`src/rtl/rv_amo_pkg.sv`:
```
// Shared AMO definitions: funct5 opcodes, FSM states and request legality check.
// Optional macro RV_AMO_LRSC_EN makes LR/SC legal; otherwise they are rejected as illegal.
package rv_amo;

  typedef enum logic [4:0] {
    AMO_ADD  = 5'b00000,
    AMO_SWAP = 5'b00001,
    AMO_LR   = 5'b00010,
    AMO_SC   = 5'b00011,
    AMO_XOR  = 5'b00100,
    AMO_OR   = 5'b01000,
    AMO_AND  = 5'b01100,
    AMO_MIN  = 5'b10000,
    AMO_MAX  = 5'b10100,
    AMO_MINU = 5'b11000,
    AMO_MAXU = 5'b11100
  } amo_op_e;

  typedef enum logic [2:0] {
    ST_IDLE,
    ST_READ,
    ST_WAIT,
    ST_WRITE,
    ST_RESP
  } amo_state_e;

  function automatic logic amo_illegal(input logic [4:0] funct5, input logic dword,
                                       input logic [2:0] addr_lo, input int unsigned xlen);
    logic bad_op;
    case (funct5)
      AMO_ADD, AMO_SWAP, AMO_XOR, AMO_OR, AMO_AND,
      AMO_MIN, AMO_MAX, AMO_MINU, AMO_MAXU: bad_op = 1'b0;
`ifdef RV_AMO_LRSC_EN
      AMO_LR, AMO_SC: bad_op = 1'b0;
`endif
      default: bad_op = 1'b1;
    endcase
    return bad_op || (dword && xlen == 32) ||
           (dword ? (addr_lo != 3'd0) : (addr_lo[1:0] != 2'd0));
  endfunction

endpackage

```
`src/rtl/rv_amo_alu.sv`:
```
// Combinational AMO compute: produces the value written back for a given op and width.
// Unaffected by RV_AMO_LRSC_EN; SC simply writes its operand like SWAP.
module rv_amo_alu
  import rv_amo::*;
#(
  parameter int XLEN = 32
) (
  input  amo_op_e           i_op,
  input  logic              i_dword,
  input  logic [XLEN-1:0]   i_old,
  input  logic [XLEN-1:0]   i_operand,
  output logic [XLEN-1:0]   o_result
);

  logic [31:0]     w_a32;
  logic [31:0]     w_b32;
  logic [31:0]     w_r32;
  logic [XLEN-1:0] w_rx;

  assign w_a32 = i_old[31:0];
  assign w_b32 = i_operand[31:0];

  // Both widths are evaluated; dword picks which one leaves the block.
  always_comb begin
    w_r32 = w_b32;
    w_rx  = i_operand;
    case (i_op)
      AMO_ADD: begin
        w_r32 = w_a32 + w_b32;
        w_rx  = i_old + i_operand;
      end
      AMO_XOR: begin
        w_r32 = w_a32 ^ w_b32;
        w_rx  = i_old ^ i_operand;
      end
      AMO_AND: begin
        w_r32 = w_a32 & w_b32;
        w_rx  = i_old & i_operand;
      end
      AMO_OR: begin
        w_r32 = w_a32 | w_b32;
        w_rx  = i_old | i_operand;
      end
      AMO_MIN: begin
        w_r32 = ($signed(w_a32) < $signed(w_b32)) ? w_a32 : w_b32;
        w_rx  = ($signed(i_old) < $signed(i_operand)) ? i_old : i_operand;
      end
      AMO_MAX: begin
        w_r32 = ($signed(w_a32) > $signed(w_b32)) ? w_a32 : w_b32;
        w_rx  = ($signed(i_old) > $signed(i_operand)) ? i_old : i_operand;
      end
      AMO_MINU: begin
        w_r32 = (w_a32 < w_b32) ? w_a32 : w_b32;
        w_rx  = (i_old < i_operand) ? i_old : i_operand;
      end
      AMO_MAXU: begin
        w_r32 = (w_a32 > w_b32) ? w_a32 : w_b32;
        w_rx  = (i_old > i_operand) ? i_old : i_operand;
      end
      default: begin
        w_r32 = w_b32;
        w_rx  = i_operand;
      end
    endcase
  end

  assign o_result = i_dword ? w_rx : XLEN'($signed(w_r32));

endmodule

```
`src/rtl/rv_amo_unit.sv`:
```
// Single-outstanding RISC-V atomic memory operation engine (read, compute, write, respond).
// Define RV_AMO_LRSC_EN to add LR/SC and the reservation register.
module rv_amo_unit
  import rv_amo::*;
#(
  parameter int XLEN       = 32,
  parameter int ADDR_WIDTH = 32
) (
  input  logic                  clk,
  input  logic                  rst,
  input  logic                  req_valid,
  output logic                  req_ready,
  input  logic [4:0]            req_funct5,
  input  logic                  req_dword,
  input  logic [ADDR_WIDTH-1:0] req_addr,
  input  logic [XLEN-1:0]       req_data,
  output logic                  mem_valid,
  input  logic                  mem_ready,
  output logic                  mem_write,
  output logic                  mem_dword,
  output logic [ADDR_WIDTH-1:0] mem_addr,
  output logic [XLEN-1:0]       mem_wdata,
  input  logic                  mem_rvalid,
  input  logic [XLEN-1:0]       mem_rdata,
  output logic                  resp_valid,
  input  logic                  resp_ready,
  output logic [XLEN-1:0]       resp_data,
  output logic                  resp_err
);

  amo_state_e            r_state;
  amo_state_e            w_next;
  amo_op_e               r_op;
  logic                  r_dword;
  logic [ADDR_WIDTH-1:0] r_addr;
  logic [XLEN-1:0]       r_data;
  logic [XLEN-1:0]       r_old;
  logic [XLEN-1:0]       r_resp_data;
  logic                  r_err;

  logic                  w_accept;
  logic                  w_illegal;
  logic                  w_req_sc;
  logic                  w_sc_hit;
  logic [XLEN-1:0]       w_rdata_ext;
  logic [XLEN-1:0]       w_result;

  assign w_illegal   = amo_illegal(req_funct5, req_dword, req_addr[2:0], XLEN);
  assign w_req_sc    = (req_funct5 == AMO_SC);
  assign w_accept    = req_valid && req_ready;
  assign w_rdata_ext = r_dword ? mem_rdata : XLEN'($signed(mem_rdata[31:0]));

`ifdef RV_AMO_LRSC_EN
  logic                  r_rsv_valid;
  logic [ADDR_WIDTH-1:0] r_rsv_addr;
  logic                  r_rsv_dword;

  assign w_sc_hit = r_rsv_valid && (r_rsv_addr == req_addr) && (r_rsv_dword == req_dword);
`else
  assign w_sc_hit = 1'b0;
`endif

  rv_amo_alu #(.XLEN(XLEN)) u_alu (
    .i_op      (r_op),
    .i_dword   (r_dword),
    .i_old     (r_old),
    .i_operand (r_data),
    .o_result  (w_result)
  );

  always_comb begin
    w_next     = r_state;
    req_ready  = 1'b0;
    mem_valid  = 1'b0;
    mem_write  = 1'b0;
    resp_valid = 1'b0;
    case (r_state)
      ST_IDLE: begin
        req_ready = rst;
        if (req_valid) begin
          if (w_illegal)     w_next = ST_RESP;
          else if (w_req_sc) w_next = w_sc_hit ? ST_WRITE : ST_RESP;
          else               w_next = ST_READ;
        end
      end
      ST_READ: begin
        mem_valid = 1'b1;
        if (mem_ready) w_next = ST_WAIT;
      end
      ST_WAIT: begin
        if (mem_rvalid) w_next = (r_op == AMO_LR) ? ST_RESP : ST_WRITE;
      end
      ST_WRITE: begin
        mem_valid = 1'b1;
        mem_write = 1'b1;
        if (mem_ready) w_next = ST_RESP;
      end
      ST_RESP: begin
        resp_valid = 1'b1;
        if (resp_ready) w_next = ST_IDLE;
      end
      default: w_next = ST_IDLE;
    endcase
  end

  always_ff @(posedge clk) begin
    if (!rst) begin
      r_state     <= ST_IDLE;
      r_resp_data <= '0;
      r_err       <= 1'b0;
`ifdef RV_AMO_LRSC_EN
      r_rsv_valid <= 1'b0;
`endif
    end else begin
      r_state <= w_next;
      case (r_state)
        ST_IDLE: if (w_accept) begin
          r_op    <= amo_op_e'(req_funct5);
          r_dword <= req_dword;
          r_addr  <= req_addr;
          r_data  <= req_data;
          r_err   <= w_illegal;
          // A failed SC answers 1 immediately; success answers 0 after its write.
          r_resp_data <= (!w_illegal && w_req_sc && !w_sc_hit) ? XLEN'(1) : '0;
`ifdef RV_AMO_LRSC_EN
          if (!w_illegal && w_req_sc) r_rsv_valid <= 1'b0;
`endif
        end
        ST_WAIT: if (mem_rvalid) begin
          r_old       <= w_rdata_ext;
          r_resp_data <= w_rdata_ext;
`ifdef RV_AMO_LRSC_EN
          if (r_op == AMO_LR) begin
            r_rsv_valid <= 1'b1;
            r_rsv_addr  <= r_addr;
            r_rsv_dword <= r_dword;
          end
`endif
        end
`ifdef RV_AMO_LRSC_EN
        // Any store landing on the reserved address breaks the reservation.
        ST_WRITE: if (mem_ready && r_rsv_valid && (r_rsv_addr == r_addr)) r_rsv_valid <= 1'b0;
`endif
        default: ;
      endcase
    end
  end

  assign mem_dword = r_dword;
  assign mem_addr  = r_addr;
  assign mem_wdata = w_result;
  assign resp_data = r_resp_data;
  assign resp_err  = r_err;

endmodule

```
`config.mk`:
```
export PLATFORM = sky130hd
export DESIGN_NAME = rv_amo_unit
export DESIGN_NICKNAME = d
export VERILOG_FILES = /design/src/rtl/rv_amo_pkg.sv /design/src/rtl/rv_amo_alu.sv /design/src/rtl/rv_amo_unit.sv
export SDC_FILE = /design/constraint.sdc
export NUM_CORES = 1
export LEC_CHECK = 0
export CORE_MARGIN = 10
export CORE_UTILIZATION = 42
export CTS_CLUSTER_DIAMETER = 50
export CTS_CLUSTER_SIZE = 20
export DETAILED_ROUTE_END_ITERATION = 16
export PLACE_DENSITY = 0.68
export SLEW_MARGIN = 25
export SYNTH_ARGS = -nofsm -noshare
export SYNTH_HDL_FRONTEND = slang
export SYNTH_SLANG_ARGS = --single-unit
```
`constraint.sdc`:
```
create_clock -name clk -period 16.6 [get_ports clk]
set_input_delay 2.49 -clock clk [delete_from_list [all_inputs] [get_ports clk]]
set_output_delay 2.49 -clock clk [all_outputs]
set_load 0.01 [all_outputs]
```
# Word level (Yosys, flattened, before mapping)

Memories as Yosys holds them, arrays and structs flattened.
Cells that the tools add are included.

Add/sub/neg operators: 1
Order comparisons: 4
Equality and inequality tests: 19
Multiplexer cells: 23
Bitwise operators: 3
Reduce and logical (&&, ||, !) cells: 16

Operators by type and width:

| cell               | number |
|---|---|
| $pmux 32 s8        | 1 |
| $mux 32            | 6 |
| $gt 32x32->1       | 2 |
| $lt 32x32->1       | 2 |
| $pmux 32 s2        | 1 |
| $add 32x32->32     | 1 |
| $and 32x32->32     | 1 |
| $or 32x32->32      | 1 |
| $xor 32x32->32     | 1 |
| $mux 3             | 8 |
| $eq 5x5->1 const B | 4 |
| $pmux 3 s5         | 1 |
| $ne 2x2->1 const B | 6 |
| $eq 5x2->1 const B | 2 |
| $eq 5x4->1 const B | 2 |
| $reduce_and 3->1   | 3 |
| $eq 3x2->1 const B | 2 |
| $mux 1             | 6 |
| $eq 5x3->1 const B | 1 |
| $logic_not 5->1    | 1 |
| $reduce_and 5->1   | 1 |
| $reduce_bool 2->1  | 2 |
| $eq 3x1->1 const B | 1 |
| $eq 3x3->1 const B | 1 |
| other kinds (7)    | 9 |

Bits in registers: 138
ROM bits: 32
Input bits: 108
Output and inout port bits: 102
Logic and storage cells: 75
Memories: 1

Memories:

| name             | depth | bits a word | read ports | clocked after memory_dff | wr ports | RTL line         | text |
|---|---|---|---|---|---|---|---|
| (name not given) | 32    | 1           | 1          | 0                        | 0        | rv_amo_pkg.sv:30 | `case (funct5)` |

# Longest topological paths before layout

Depth after elaboration: 8
Depth in mapped cells: 15
Depth with buffers taken out: 13

# Cells and area by module

A second synthesis with hierarchy kept.

Cells, all modules: 964
Area total of the unflattened synthesis: 9492.9 um^2

Modules (own cells, without submodules):

| module      | instances | cells an instance | area an instance (um^2) | seq. area each (um^2) |
|---|---|---|---|---|
| rv_amo_alu  | 1         | 738               | 5049.8                  | 0.0 |
| rv_amo_unit | 1         | 226               | 4443.0                  | 3783.6 |

# Least setup slack after synthesis

OpenSTA, ideal clock, no wires.

Kind: input -> register
From: in rst
To: reg r_err, in the netlist resp_err
Library setup time: 0.122 ns
Data arrival time: 7.936 ns
Required time: 16.478 ns
Path slack: 8.542 ns
Cell stages on the path: 4
Buffers on the path: 0
Cell sequence: nand2_1 -> nor3_1 -> mux2i_1 -> nor2b_1

Cells in the longest elaborated chain, start to end: 3

Ends and longest elaborated chain:

| what                              | RTL line           | text |
|---|---|---|
| from (decl)                       | rv_amo_unit.sv:10  | `input logic rst,` |
| $mux 1                            | rv_amo_unit.sv:77  | `case (r_state)` |
| $logic_and 1x1->1                 | rv_amo_unit.sv:50  | `assign w_accept = req_valid && req_ready;` |
| $reduce_and 2->1 (no source line) | -                  |  |
| to (signal assigned)              | rv_amo_unit.sv:122 | `r_err <= w_illegal;` |
| to (decl)                         | rv_amo_unit.sv:39  | `logic r_err;` |

Parallel ways exist; a longest one is shown, timed or not.
A chain may end at the register's enable or synchronous reset.

# Worst setup path after layout

From: reg r_data[10]
To: out mem_wdata[13]

Cells in the longest elaborated chain, start to end: 3
Elaborated cells between the ends (all ways): 10
Classes of those cells: add/sub: 1; order compare: 4; mux: 5

Ends and longest elaborated chain:

| what                                 | RTL line                           | text |
|---|---|---|
| from (decl)                          | rv_amo_unit.sv:36                  | `logic [XLEN-1:0] r_data;` |
| from (signal assigned)               | rv_amo_unit.sv:121                 | `r_data <= req_data;` |
| $gt 32x32->1 (tied with other cells) | rv_amo_alu.sv:57, rv_amo_alu.sv:58 |  |
| $mux 32, on equally long branches    | -                                  |  |
| $pmux 32 s8 *                        | rv_amo_alu.sv:27                   | `case (i_op)` |
| to (decl)                            | rv_amo_unit.sv:22                  | `output logic [XLEN-1:0] mem_wdata,` |

Every way passes the cells marked *; elsewhere a longest branch is shown, timed or not.

==> qor.txt <==
Status: completed
Req. time, crit path: 14.11 ns
Post-synth ARST share: 0%
Placeable Area: 22000 um^2
Largest net degree at the start of global routing: 65
R2R cell count: 6
Multiplexer share of the synthesized area: 1.34%
All-layer global routing usage: 20.1%
Min-delay worst type: register to register
Post-synth cell types: 80
Sequential share of the synthesized area: 40.0%
Initial antenna violation count: 0
Power Total: 962 uW
Synth Area in XOR/XNOR: 2.30%
Row count: 54
Port Buf Inserts: 209
Setup Skew: 0.00939 ns
Antenna Nets Post-Route: 0
Hold path cells: 1
Clock Path Buffers: 2
H-tree Lvls: 4
Synth top area share: 32.4%
Setup_tns: 0 ns
Gr ovfl total: 0
DR iter-0 viols: 673
Post-synth top area cell: edfxtp_1
RSZ-0062 raised after global routing: no
Clock root cell: clkbuf_16
Pleak: 0.00483 uW
Routability Congestion: 0.909
Number of flops mapped to enable cells by yosys: 102
Critical Path Start Type: register
Pre-CTS setup slack: 9.09 ns
First-pass GRT wire length: 46.4 mm
Max VDD drop: 0.0705 mV
TritonRoute pass-1 iters: 5
Syn_area_per_cell: 9.59 um^2
Yosys warns: 0
CTS buffer count: 17
Post-synthesis adder-cell area fraction: 12.9%
Cells after synthesis: 986
Die Wd: 170 um
# Post-CTS Setup Buffers: 0
NumNets Final: 1368
Via-per-instance ratio: 5.74
Post-synthesis compound-gate area fraction: 24.5%
Main combinational cell family by area after synthesis: compound AO/OA/AOI/OAI gates
DR vias: 8362
Synth area leaders: edfxtp_1 32%, ha_1 13%, dfxtp_1 7.6%
Post-DP HPWL: 20.8 mm
Max_slew headroom: 33.8%
Smallest setup slack after layout: 8.76 ns
Final Util: 56.4%
Tmin final: 7.84 ns
Fmax: 0.127 GHz
Post-CTS Resized: 0
Worst Path Class, Setup: register to output pin
I/O Pins: 210
Initial Util: 43.1%
Antenna cells: 0
# clock sinks: 138
WL per Instance: 20.3 um
CTS tree: done
Vias in the first global route: 8338
Period utilization: 47.2%
Worst setup EP type: output pin
Crit path DAT: 5.35 ns
Cell Pwr Density: 77.7 nW/um^2
Die Y: 170 um
Post-synth top flop: edfxtp_1
Fraction of layout cells with a size suffix above 1: 6.12%
Maxcap violations: 0
Area growth syn-to-layout: 30.9%
Routed WL: 29.6 mm
Synthesized Nets: 1191
Setup violators final: 0
Clk slew on worst S/H paths: 0.07 ns
Cts hold-fix bufs: 0
Slew @ Worst Pin: 0.985 ns
Die footprint: 28900 um^2
Critical Path Fanout Max: 21
Max-slew violations: 0
#FFs+latches synth: 138
Synth Area in Simple Gates: 12.6%
Final Hold Viols: 0
Synth Cell Area: 9460 um^2
Worst skew pair latency: 0.43 ns
DR DRC count: 0
[cells in the final DEF, fill, tap and decap left out, types with 7 or more instances in the layout]
| master | count |
|---|---|
| a22o_1 | 34 |
| nor3_1 | 8 |
| a21oi_1 | 98 |
| nor2b_1 | 17 |
| clkbuf_16 | 17 |
| a31oi_1 | 9 |
| a221oi_1 | 14 |
| ha_1 | 96 |
| and3_1 | 7 |
| nand3_1 | 16 |
| nand4_1 | 8 |
| o211ai_1 | 14 |
| nor2_1 | 53 |
| dfxtp_1 | 36 |
| clkdlybuf4s50_1 | 209 |
| a211oi_1 | 17 |
| xnor2_1 | 19 |
| a21o_1 | 13 |
| mux2i_1 | 10 |
| inv_1 | 83 |
| a22oi_1 | 9 |
| edfxtp_1 | 102 |
| o21ai_0 | 72 |
| nand2_1 | 71 |
| o21bai_1 | 9 |
[synthesized netlist by cell type, types with 4 or more instances]
cell and count:
nand4_1 8, nor2b_1 17, xnor2_1 19, a31oi_1 9, nand2_1 71, a21o_1 13
a211oi_1 17, clkbuf_1 35, buf_2 13, dfxtp_1 36, a211o_1 4, o21ai_0 72
a22oi_1 9, nand3_1 17, nor2_1 55, buf_6 6, o21bai_1 9, or3_1 6
a2111oi_0 4, nor3_1 10, a221oi_1 14, o211ai_1 14, inv_1 83, xor2_1 4
o31ai_1 4, edfxtp_1 102, a22o_1 34, and3_1 7, ha_1 96, mux2i_1 10
o2111ai_1 6, o22ai_1 5, a21oi_1 98
[cell type report]
type / instances / area (um^2)
Fill cell: 1906 / 9580
Multi-Input combinational cell: 705 / 5130
Sequential cell: 138 / 3780
Timing Repair Buffer: 217 / 2180
Clock buffer: 18 / 439
Tap cell: 280 / 350
Inverter: 84 / 315
Clock inverter: 14 / 185
[sequential cells by signal, summed over array words and instances (netlist names)]
register	flops
mem_addr	32
mem_dword	1
r_data	32
r_old	32
r_op	5
r_state	3
resp_data	32
resp_err	1
[per-layer routing]
metal | global-route usage [%] | part of all wire [%] | vias up
li1 | - | - | 3989
met4 | 6.14 | 2.3 | 0
met5 | 0 | 0 | -
met2 | 34.2 | 49 | 316
met1 | 24.7 | 42 | 4008
met3 | 4.74 | 7.0 | 49
[critical path, cell delays in order, from the launching register on]
cell,delay [ns]
edfxtp_1,0.40
inv_1,0.08
ha_1,0.49
nor4_2,0.12
nand4_1,0.22
a21oi_1,0.10
nor4_1,0.71
o21bai_4,0.25
xor2_1,0.70
a21oi_1,0.18
or2_2,0.57
a2111oi_0,0.48
a211oi_1,0.08
clkdlybuf4s50_1,0.53
[where the power goes]
part / switching, uW / internal (uW)
clock network: 167 / 244
registers: 8.08 / 383
logic: 83.6 / 76.5
total: 258 / 704
[per-stage QoR]
| step | instances | hold WS [ns] | area, um^2 |
|---|---|---|---|
| global placement | 1422 | 0.455 | 11700 |
| CTS | 1454 | 0.476 | 12300 |
| global route | 1456 | 0.496 | 12400 |
| floorplan | 986 | 0.511 | 9460 |
| finish | 1456 | 0.473 | 12400 |
| detailed placement | 1422 | 0.459 | 11700 |
[worst paths after layout]
kind	start	to	slack [ns]
max	r_data[10]	mem_wdata[13]	8.76
min	resp_data[23]	resp_data[23]	0.47
max reg2reg	r_state[0]	resp_err	14.54
min reg2reg	resp_data[23]	resp_data[23]	0.47
[logic make-up (layout without fill, tap and decap cells)]
| family | count (synthesis) | after routing |
|---|---|---|
| buf+inv | 143 | 333 |
| simple gates | 227 | 227 |
| fa+ha+maj | 97 | 97 |
| xor+xnor | 24 | 24 |
| flops | 138 | 138 |
| compound gates | 345 | 345 |
| mux | 12 | 12 |
No activity file was read; power rests on OpenSTA's default activity.
